File: config.mk
export PLATFORM = sky130hd
export DESIGN_NAME = voice_sequencer
export DESIGN_NICKNAME = d
export VERILOG_FILES = /design/src/rtl/voice_sequencer.sv
export SDC_FILE = /design/constraint.sdc
export NUM_CORES = 1
export LEC_CHECK = 0
export CAP_MARGIN = 40
export CORE_ASPECT_RATIO = 2
export CORE_MARGIN = 5
export CORE_UTILIZATION = 65
export CTS_CLUSTER_DIAMETER = 120
export CTS_CLUSTER_SIZE = 12
export DETAILED_ROUTE_END_ITERATION = 6
export PLACE_DENSITY_LB_ADDON = 0.15
export SETUP_SLACK_MARGIN = 0.15
export SLEW_MARGIN = 30
export SYNTH_ARGS = -nofsm -noshare
export SYNTH_HDL_FRONTEND = slang
export SYNTH_SLANG_ARGS = --single-unit
File: constraint.sdc
create_clock -name clk -period 7.4 [get_ports clk]
set_input_delay 1.85 -clock clk [delete_from_list [all_inputs] [get_ports clk]]
set_output_delay 1.85 -clock clk [all_outputs]
set_load 0.02 [all_outputs]
File: src/rtl/voice_sequencer.sv
// voice_sequencer: time-multiplexes one wavetable ROM read port across NUM_VOICES
// phase accumulators and mixes the returned samples into one averaged output.
//   clk          system clock
//   nreset       asynchronous active-low reset
//   cfg_valid    config write request
//   cfg_ready    high only while idle; write accepted when cfg_valid && cfg_ready
//   cfg_voice    target voice of a config write
//   cfg_freq     phase increment per sample tick
//   cfg_gate     1 = note on, 0 = note off
//   rom_addr     registered ROM address (top ADDR_W bits of the voice phase)
//   rom_data     ROM sample, valid the cycle after its address is presented
//   mix_out      average of all voice samples, midscale when silent
//   sample_valid one-cycle pulse when mix_out updates
//   active_mask  current gate bit per voice
module voice_sequencer #(
    parameter int NUM_VOICES = 8,
    parameter int PHASE_W    = 32,
    parameter int ADDR_W     = 12,
    parameter int DATA_W     = 24,
    parameter int SAMPLE_DIV = 100
) (
    input  logic                          clk,
    input  logic                          nreset,
    input  logic                          cfg_valid,
    output logic                          cfg_ready,
    input  logic [$clog2(NUM_VOICES)-1:0] cfg_voice,
    input  logic [PHASE_W-1:0]            cfg_freq,
    input  logic                          cfg_gate,
    output logic [ADDR_W-1:0]             rom_addr,
    input  logic [DATA_W-1:0]             rom_data,
    output logic [DATA_W-1:0]             mix_out,
    output logic                          sample_valid,
    output logic [NUM_VOICES-1:0]         active_mask
);
    localparam int SW    = $clog2(NUM_VOICES);
    localparam int TW    = $clog2(SAMPLE_DIV);
    localparam int ACC_W = DATA_W + SW;
    localparam logic [DATA_W-1:0] MID = {1'b1, {(DATA_W-1){1'b0}}};

    typedef enum logic [1:0] {IDLE, FETCH, DRAIN, PUBLISH} state_t;

    state_t              state;
    logic [TW-1:0]       tick_cnt;
    logic [SW-1:0]       slot;
    logic [SW-1:0]       next_slot;
    logic [PHASE_W-1:0]  phase [NUM_VOICES];
    logic [PHASE_W-1:0]  freq  [NUM_VOICES];
    logic [NUM_VOICES-1:0] gate;
    logic [ACC_W-1:0]    acc;
    logic                pipe_valid;
    logic                pipe_gate;
    logic                tick;
    logic                accept;

    assign tick        = tick_cnt == TW'(SAMPLE_DIV - 1);
    assign cfg_ready   = state == IDLE;
    assign accept      = cfg_valid && cfg_ready;
    assign active_mask = gate;
    assign next_slot   = slot + SW'(1);

    always_ff @(posedge clk or negedge nreset) begin
        if (!nreset)
            tick_cnt <= '0;
        else
            tick_cnt <= tick ? '0 : tick_cnt + TW'(1);
    end

    // Config writes only land in IDLE, so they never collide with the
    // per-slot phase update done in FETCH.
    always_ff @(posedge clk or negedge nreset) begin
        if (!nreset) begin
            for (int i = 0; i < NUM_VOICES; i++) begin
                phase[i] <= '0;
                freq[i]  <= '0;
            end
            gate <= '0;
        end else if (accept) begin
            freq[cfg_voice] <= cfg_freq;
            gate[cfg_voice] <= cfg_gate;
            // a fresh note always starts from phase 0
            if (cfg_gate && !gate[cfg_voice])
                phase[cfg_voice] <= '0;
        end else if (state == FETCH) begin
            phase[slot] <= gate[slot] ? phase[slot] + freq[slot] : '0;
        end
    end

    // The address for a slot is its phase before that slot's update, so it is
    // issued one cycle ahead (slot 0 on the tick edge). Each ROM word is then
    // accumulated in the FETCH cycle after its address, tagged by pipe_valid.
    always_ff @(posedge clk or negedge nreset) begin
        if (!nreset) begin
            state        <= IDLE;
            slot         <= '0;
            rom_addr     <= '0;
            acc          <= '0;
            pipe_valid   <= 1'b0;
            pipe_gate    <= 1'b0;
            mix_out      <= MID;
            sample_valid <= 1'b0;
        end else begin
            sample_valid <= 1'b0;
            pipe_valid   <= state == FETCH;
            pipe_gate    <= gate[slot];
            if (pipe_valid)
                acc <= acc + ACC_W'(pipe_gate ? rom_data : MID);
            case (state)
                IDLE: begin
                    if (tick) begin
                        state    <= FETCH;
                        slot     <= '0;
                        acc      <= '0;
                        rom_addr <= phase[0][PHASE_W-1 -: ADDR_W];
                    end
                end
                FETCH: begin
                    slot <= next_slot;
                    if (slot == SW'(NUM_VOICES - 1))
                        state <= DRAIN;
                    else
                        rom_addr <= phase[next_slot][PHASE_W-1 -: ADDR_W];
                end
                DRAIN: state <= PUBLISH;
                PUBLISH: begin
                    mix_out      <= acc[ACC_W-1:SW];
                    sample_valid <= 1'b1;
                    state        <= IDLE;
                end
            endcase
        end
    end
endmodule

==> results.py <==
metrics = {
    "final_layout": {
        "n_fill_cell": 3207,
        "regArea_um2": 15000,
        "nets": 2732,
        "diodes": 0,
        "stdcell_count": 3178,
        "drive_gt1_frac": 0.180,
        "areaGrowthSynthToFinish_pct": 11.0,
        "multi_input_area_um2": 13700,
    },
    "setup_path": {
        "start_kind": "flop",
        "worstPathCellList": "nor3b_2 > buf_12 > a22oi_1 > nand4_1 > ha_1 > inv_1 > fa_1 > nand2b_1 > a21o_1 > a31oi_1 > a21o_1 > a31oi_1 > o21ai_1 > mux2i_1 > o21ai_0",
        "rrSetupSlack_ps": 2180,
        "endpoint_kind": "flop",
        "cp_slowest_stage_delay_ps": 740,
        "crit_start": "slot[2]$_DFFE_PN0P_",
        "r2r_start": "slot[2]$_DFFE_PN0P_",
        "slowest_stage": "dfrtp_1",
        "arrival_ps": 5670,
        "critPathKind": "flop to flop",
        "critPathRequiredTime_ps": 7850,
        "crit_path_max_fanout": 65,
    },
    "power_and_ir_drop": {
        "power.density_nw_per_um2": 227,
        "clkPwrFrac": 0.342,
        "intPower_w": 0.00542,
        "p_seq_frac": 0.511,
        "switchingPower_w": 0.00197,
        "ir_worst_vdd_mv": 0.228,
        "switching_share": 0.267,
        "combPwrFrac": 0.147,
        "p_leak_nw": 14.1,
    },
    "placed_design": {
        "hpwlAfterDp_mm": 53.6,
        "place.gp.congestion": 0.930,
        "place_inst": 3101,
        "io_buffers": 108,
    },
    "routing": {
        "vias_per_cell": 7.22,
        "routed_wl_mm": 87.0,
        "firstDrtPassIters": 6,
        "wl_per_cell_um": 27.4,
        "drc": 0,
        "vias": 22945,
        "drtIter0Drc": 2572,
        "drtAntennaViolNets": 0,
    },
    "floorplan": {
        "die_w_um": 160,
        "ioPinCount": 109,
        "rows": 110,
        "design.die.area_um2": 49800,
        "die_y_um": 310,
        "core_area_um2": 44900,
        "initial_core_util": 0.654,
    },
    "global_route": {
        "grt_max_degree": 172,
        "overflow": 0,
        "track_usage": 0.349,
        "grt_antenna_before_repair": 0,
        "grt_pass1_wl_mm": 137,
        "grt_pass1_vias": 24331,
    },
    "timing": {
        "finalSetupViolCount": 0,
        "slew_viol_final": 0,
        "layout_worst_path_cycle_share": 0.705,
        "slew_headroom": 0.364,
        "clock_skew_ps": 36.4,
        "worst_pin_slew_ps": 946,
        "period_needed_ps": 5220,
        "max_freq_mhz": 192,
        "hold_viol": 0,
        "whs_ps": 485,
        "rsz0062_at_grt": "no",
        "final.setup.tns_ps": 0,
    },
    "clock_network": {
        "cts_setup_buffers": 0,
        "ctsHoldBuffers": 0,
        "cts_root_buf": "clkbuf_16",
        "numCtsBuffers": 55,
        "cts_tree": "yes",
        "clock_latency_ps": 620,
        "path_clk_slew_ps": 60,
        "clock_sinks": 598,
        "cts_buffer_depth": 3,
        "h-tree-depth": 2,
        "cts_resized": 0,
    },
    "worst_hold_path": {
        "min_from": "phase[6]$_DFFE_PN0P_",
        "min_path_type": "flop to flop",
    },
    "synth": {
        "syn_area_um2": 29300,
        "yosysMostFrequentCell": "dfrtp_1",
        "syn_avg_cell_area_um2": 11.4,
        "synth_edf_count": 0,
        "ys_seq_area_frac": 0.510,
        "yosys-top-cells-area": "dfrtp_1 51%, mux2_2 11%, a22oi_1 6.8%",
        "yosysWarnings": 0,
        "synth_top_cell_by_area": "dfrtp_1",
        "yosys_register_bits": 598,
        "ys.flop_type": "dfrtp_1",
        "synth_top_cells_by_count": "597 x dfrtp_1, 289 x mux2_2, 265 x a22oi_1",
        "netlist_instances": 2571,
        "async_flop_share": 1.00,
        "synthesis.nets": 2698,
        "synth_cell_type_count": 71,
        "synth_top_area_frac": 0.509,
    },
    "outcome": {
        "outcome": "complete, no violations",
    },
    "flow_run": {
        "drv_cap": 0,
    },
}
-- layer usage --
| metal | track usage | wire, um | vias to the layer above |
|---|---|---|---|
| met3 | 0.0571 | 6980 | 392 |
| met5 | 0 | 0 | - |
| met4 | 0.208 | 5600 | 0 |
| li1 | - | - | 9779 |
| met2 | 0.613 | 44100 | 1274 |
| met1 | 0.403 | 30300 | 11500 |
-- power by group through the flow --
stage,Sequential [W],Combinational [W],Clock (W)
3_3_place_gp,0.00381,0.00102,0
4_1_cts,0.00378,0.00107,0.00255
5_1_grt,0.00382,0.00119,0.00268
6_report,0.00378,0.00108,0.00253
2_1_floorplan,0.00378,0.000718,0
3_5_place_dp,0.00384,0.00107,0
-- through the flow --
| step | util | total power (W) | worst slack, ps | area [um^2] |
|---|---|---|---|---|
| final | 0.726 | 0.00739 | 2180 | 32600 |
| after global routing | 0.726 | 0.00768 | 1930 | 32600 |
| after CTS | 0.724 | 0.00740 | 2270 | 32500 |
| after detailed placement | 0.692 | 0.00490 | 2270 | 31000 |
| after global placement | 0.690 | 0.00483 | 2250 | 31000 |
| after floorplan | - | 0.00450 | 3240 | 29300 |
-- worst paths after layout --
kind | end | cells past startpoint
setup / recovery | phase[222]$_DFFE_PN0P_ | 15
hold / removal | phase[6]$_DFFE_PN0P_ | 2
max in group asynchronous | freq[51]$_DFFE_PN0P_ | 4
hold reg to reg | phase[6]$_DFFE_PN0P_ | 2
min in group asynchronous | acc[6]$_DFF_PN0_ | 1
setup reg to reg | phase[222]$_DFFE_PN0P_ | 15
-- state kept, by name (all words and copies together), names as in the netlist --
name and flops:
active_mask 8, phase 256, pipe_gate 1, acc 27, state 2, pipe_valid 1, slot 3, sample_valid 1
freq 256, rom_addr 12, tick_cnt 7, mix_out 24
-- cell families (layout without fill, tap and decap cells) --
group,Yosys count,count (layout),share of synthesized area
XOR/XNOR,39,39,0.0116
multiplexers,351,351,0.145
buffers and inverters,209,256,0.0276
AND/OR/NAND/NOR,555,555,0.0931
AO/OA/AOI/OAI,755,755,0.185
adder cells (fa/ha/maj),64,64,0.0278
flip-flops,598,598,0.510
-- final cells by class --
class	count	area share
clock buffer	69	0.0442
timing repair buffer	158	0.0507
inverter	28	0.00323
clock inverter	1	0.000269
sequential	598	0.459
multi-input combinational	1764	0.421
tap	560	0.0215
-- cell usage in the layout, fill, tap and decap left out, drive strengths merged, types with 30 or more instances in the layout --
cell type      Yosys  layout
nand4             68      68
nand2            190     190
nor2              83      83
a22oi            265     265
a22o             144     144
o21ai            144     144
nor3              35      35
nand3             67      67
mux2             289     289
buf               26      47
ha                62      62
mux4              30      30
mux2i             32      32
dfrtp            597     597
clkdlybuf4s50      0     107
a21oi             69      69
clkbuf           155      73
-- critical path: cells and delay by family, from the launching register on --
| kind | cells | cell delay [ps] |
|---|---|---|
| compound gates | 7 | 1920 |
| mux | 1 | 550 |
| fa+ha+maj | 2 | 640 |
| flops | 1 | 740 |
| buf+inv | 2 | 520 |
| simple gates | 3 | 680 |
No activity file was read; power rests on OpenSTA's default activity.
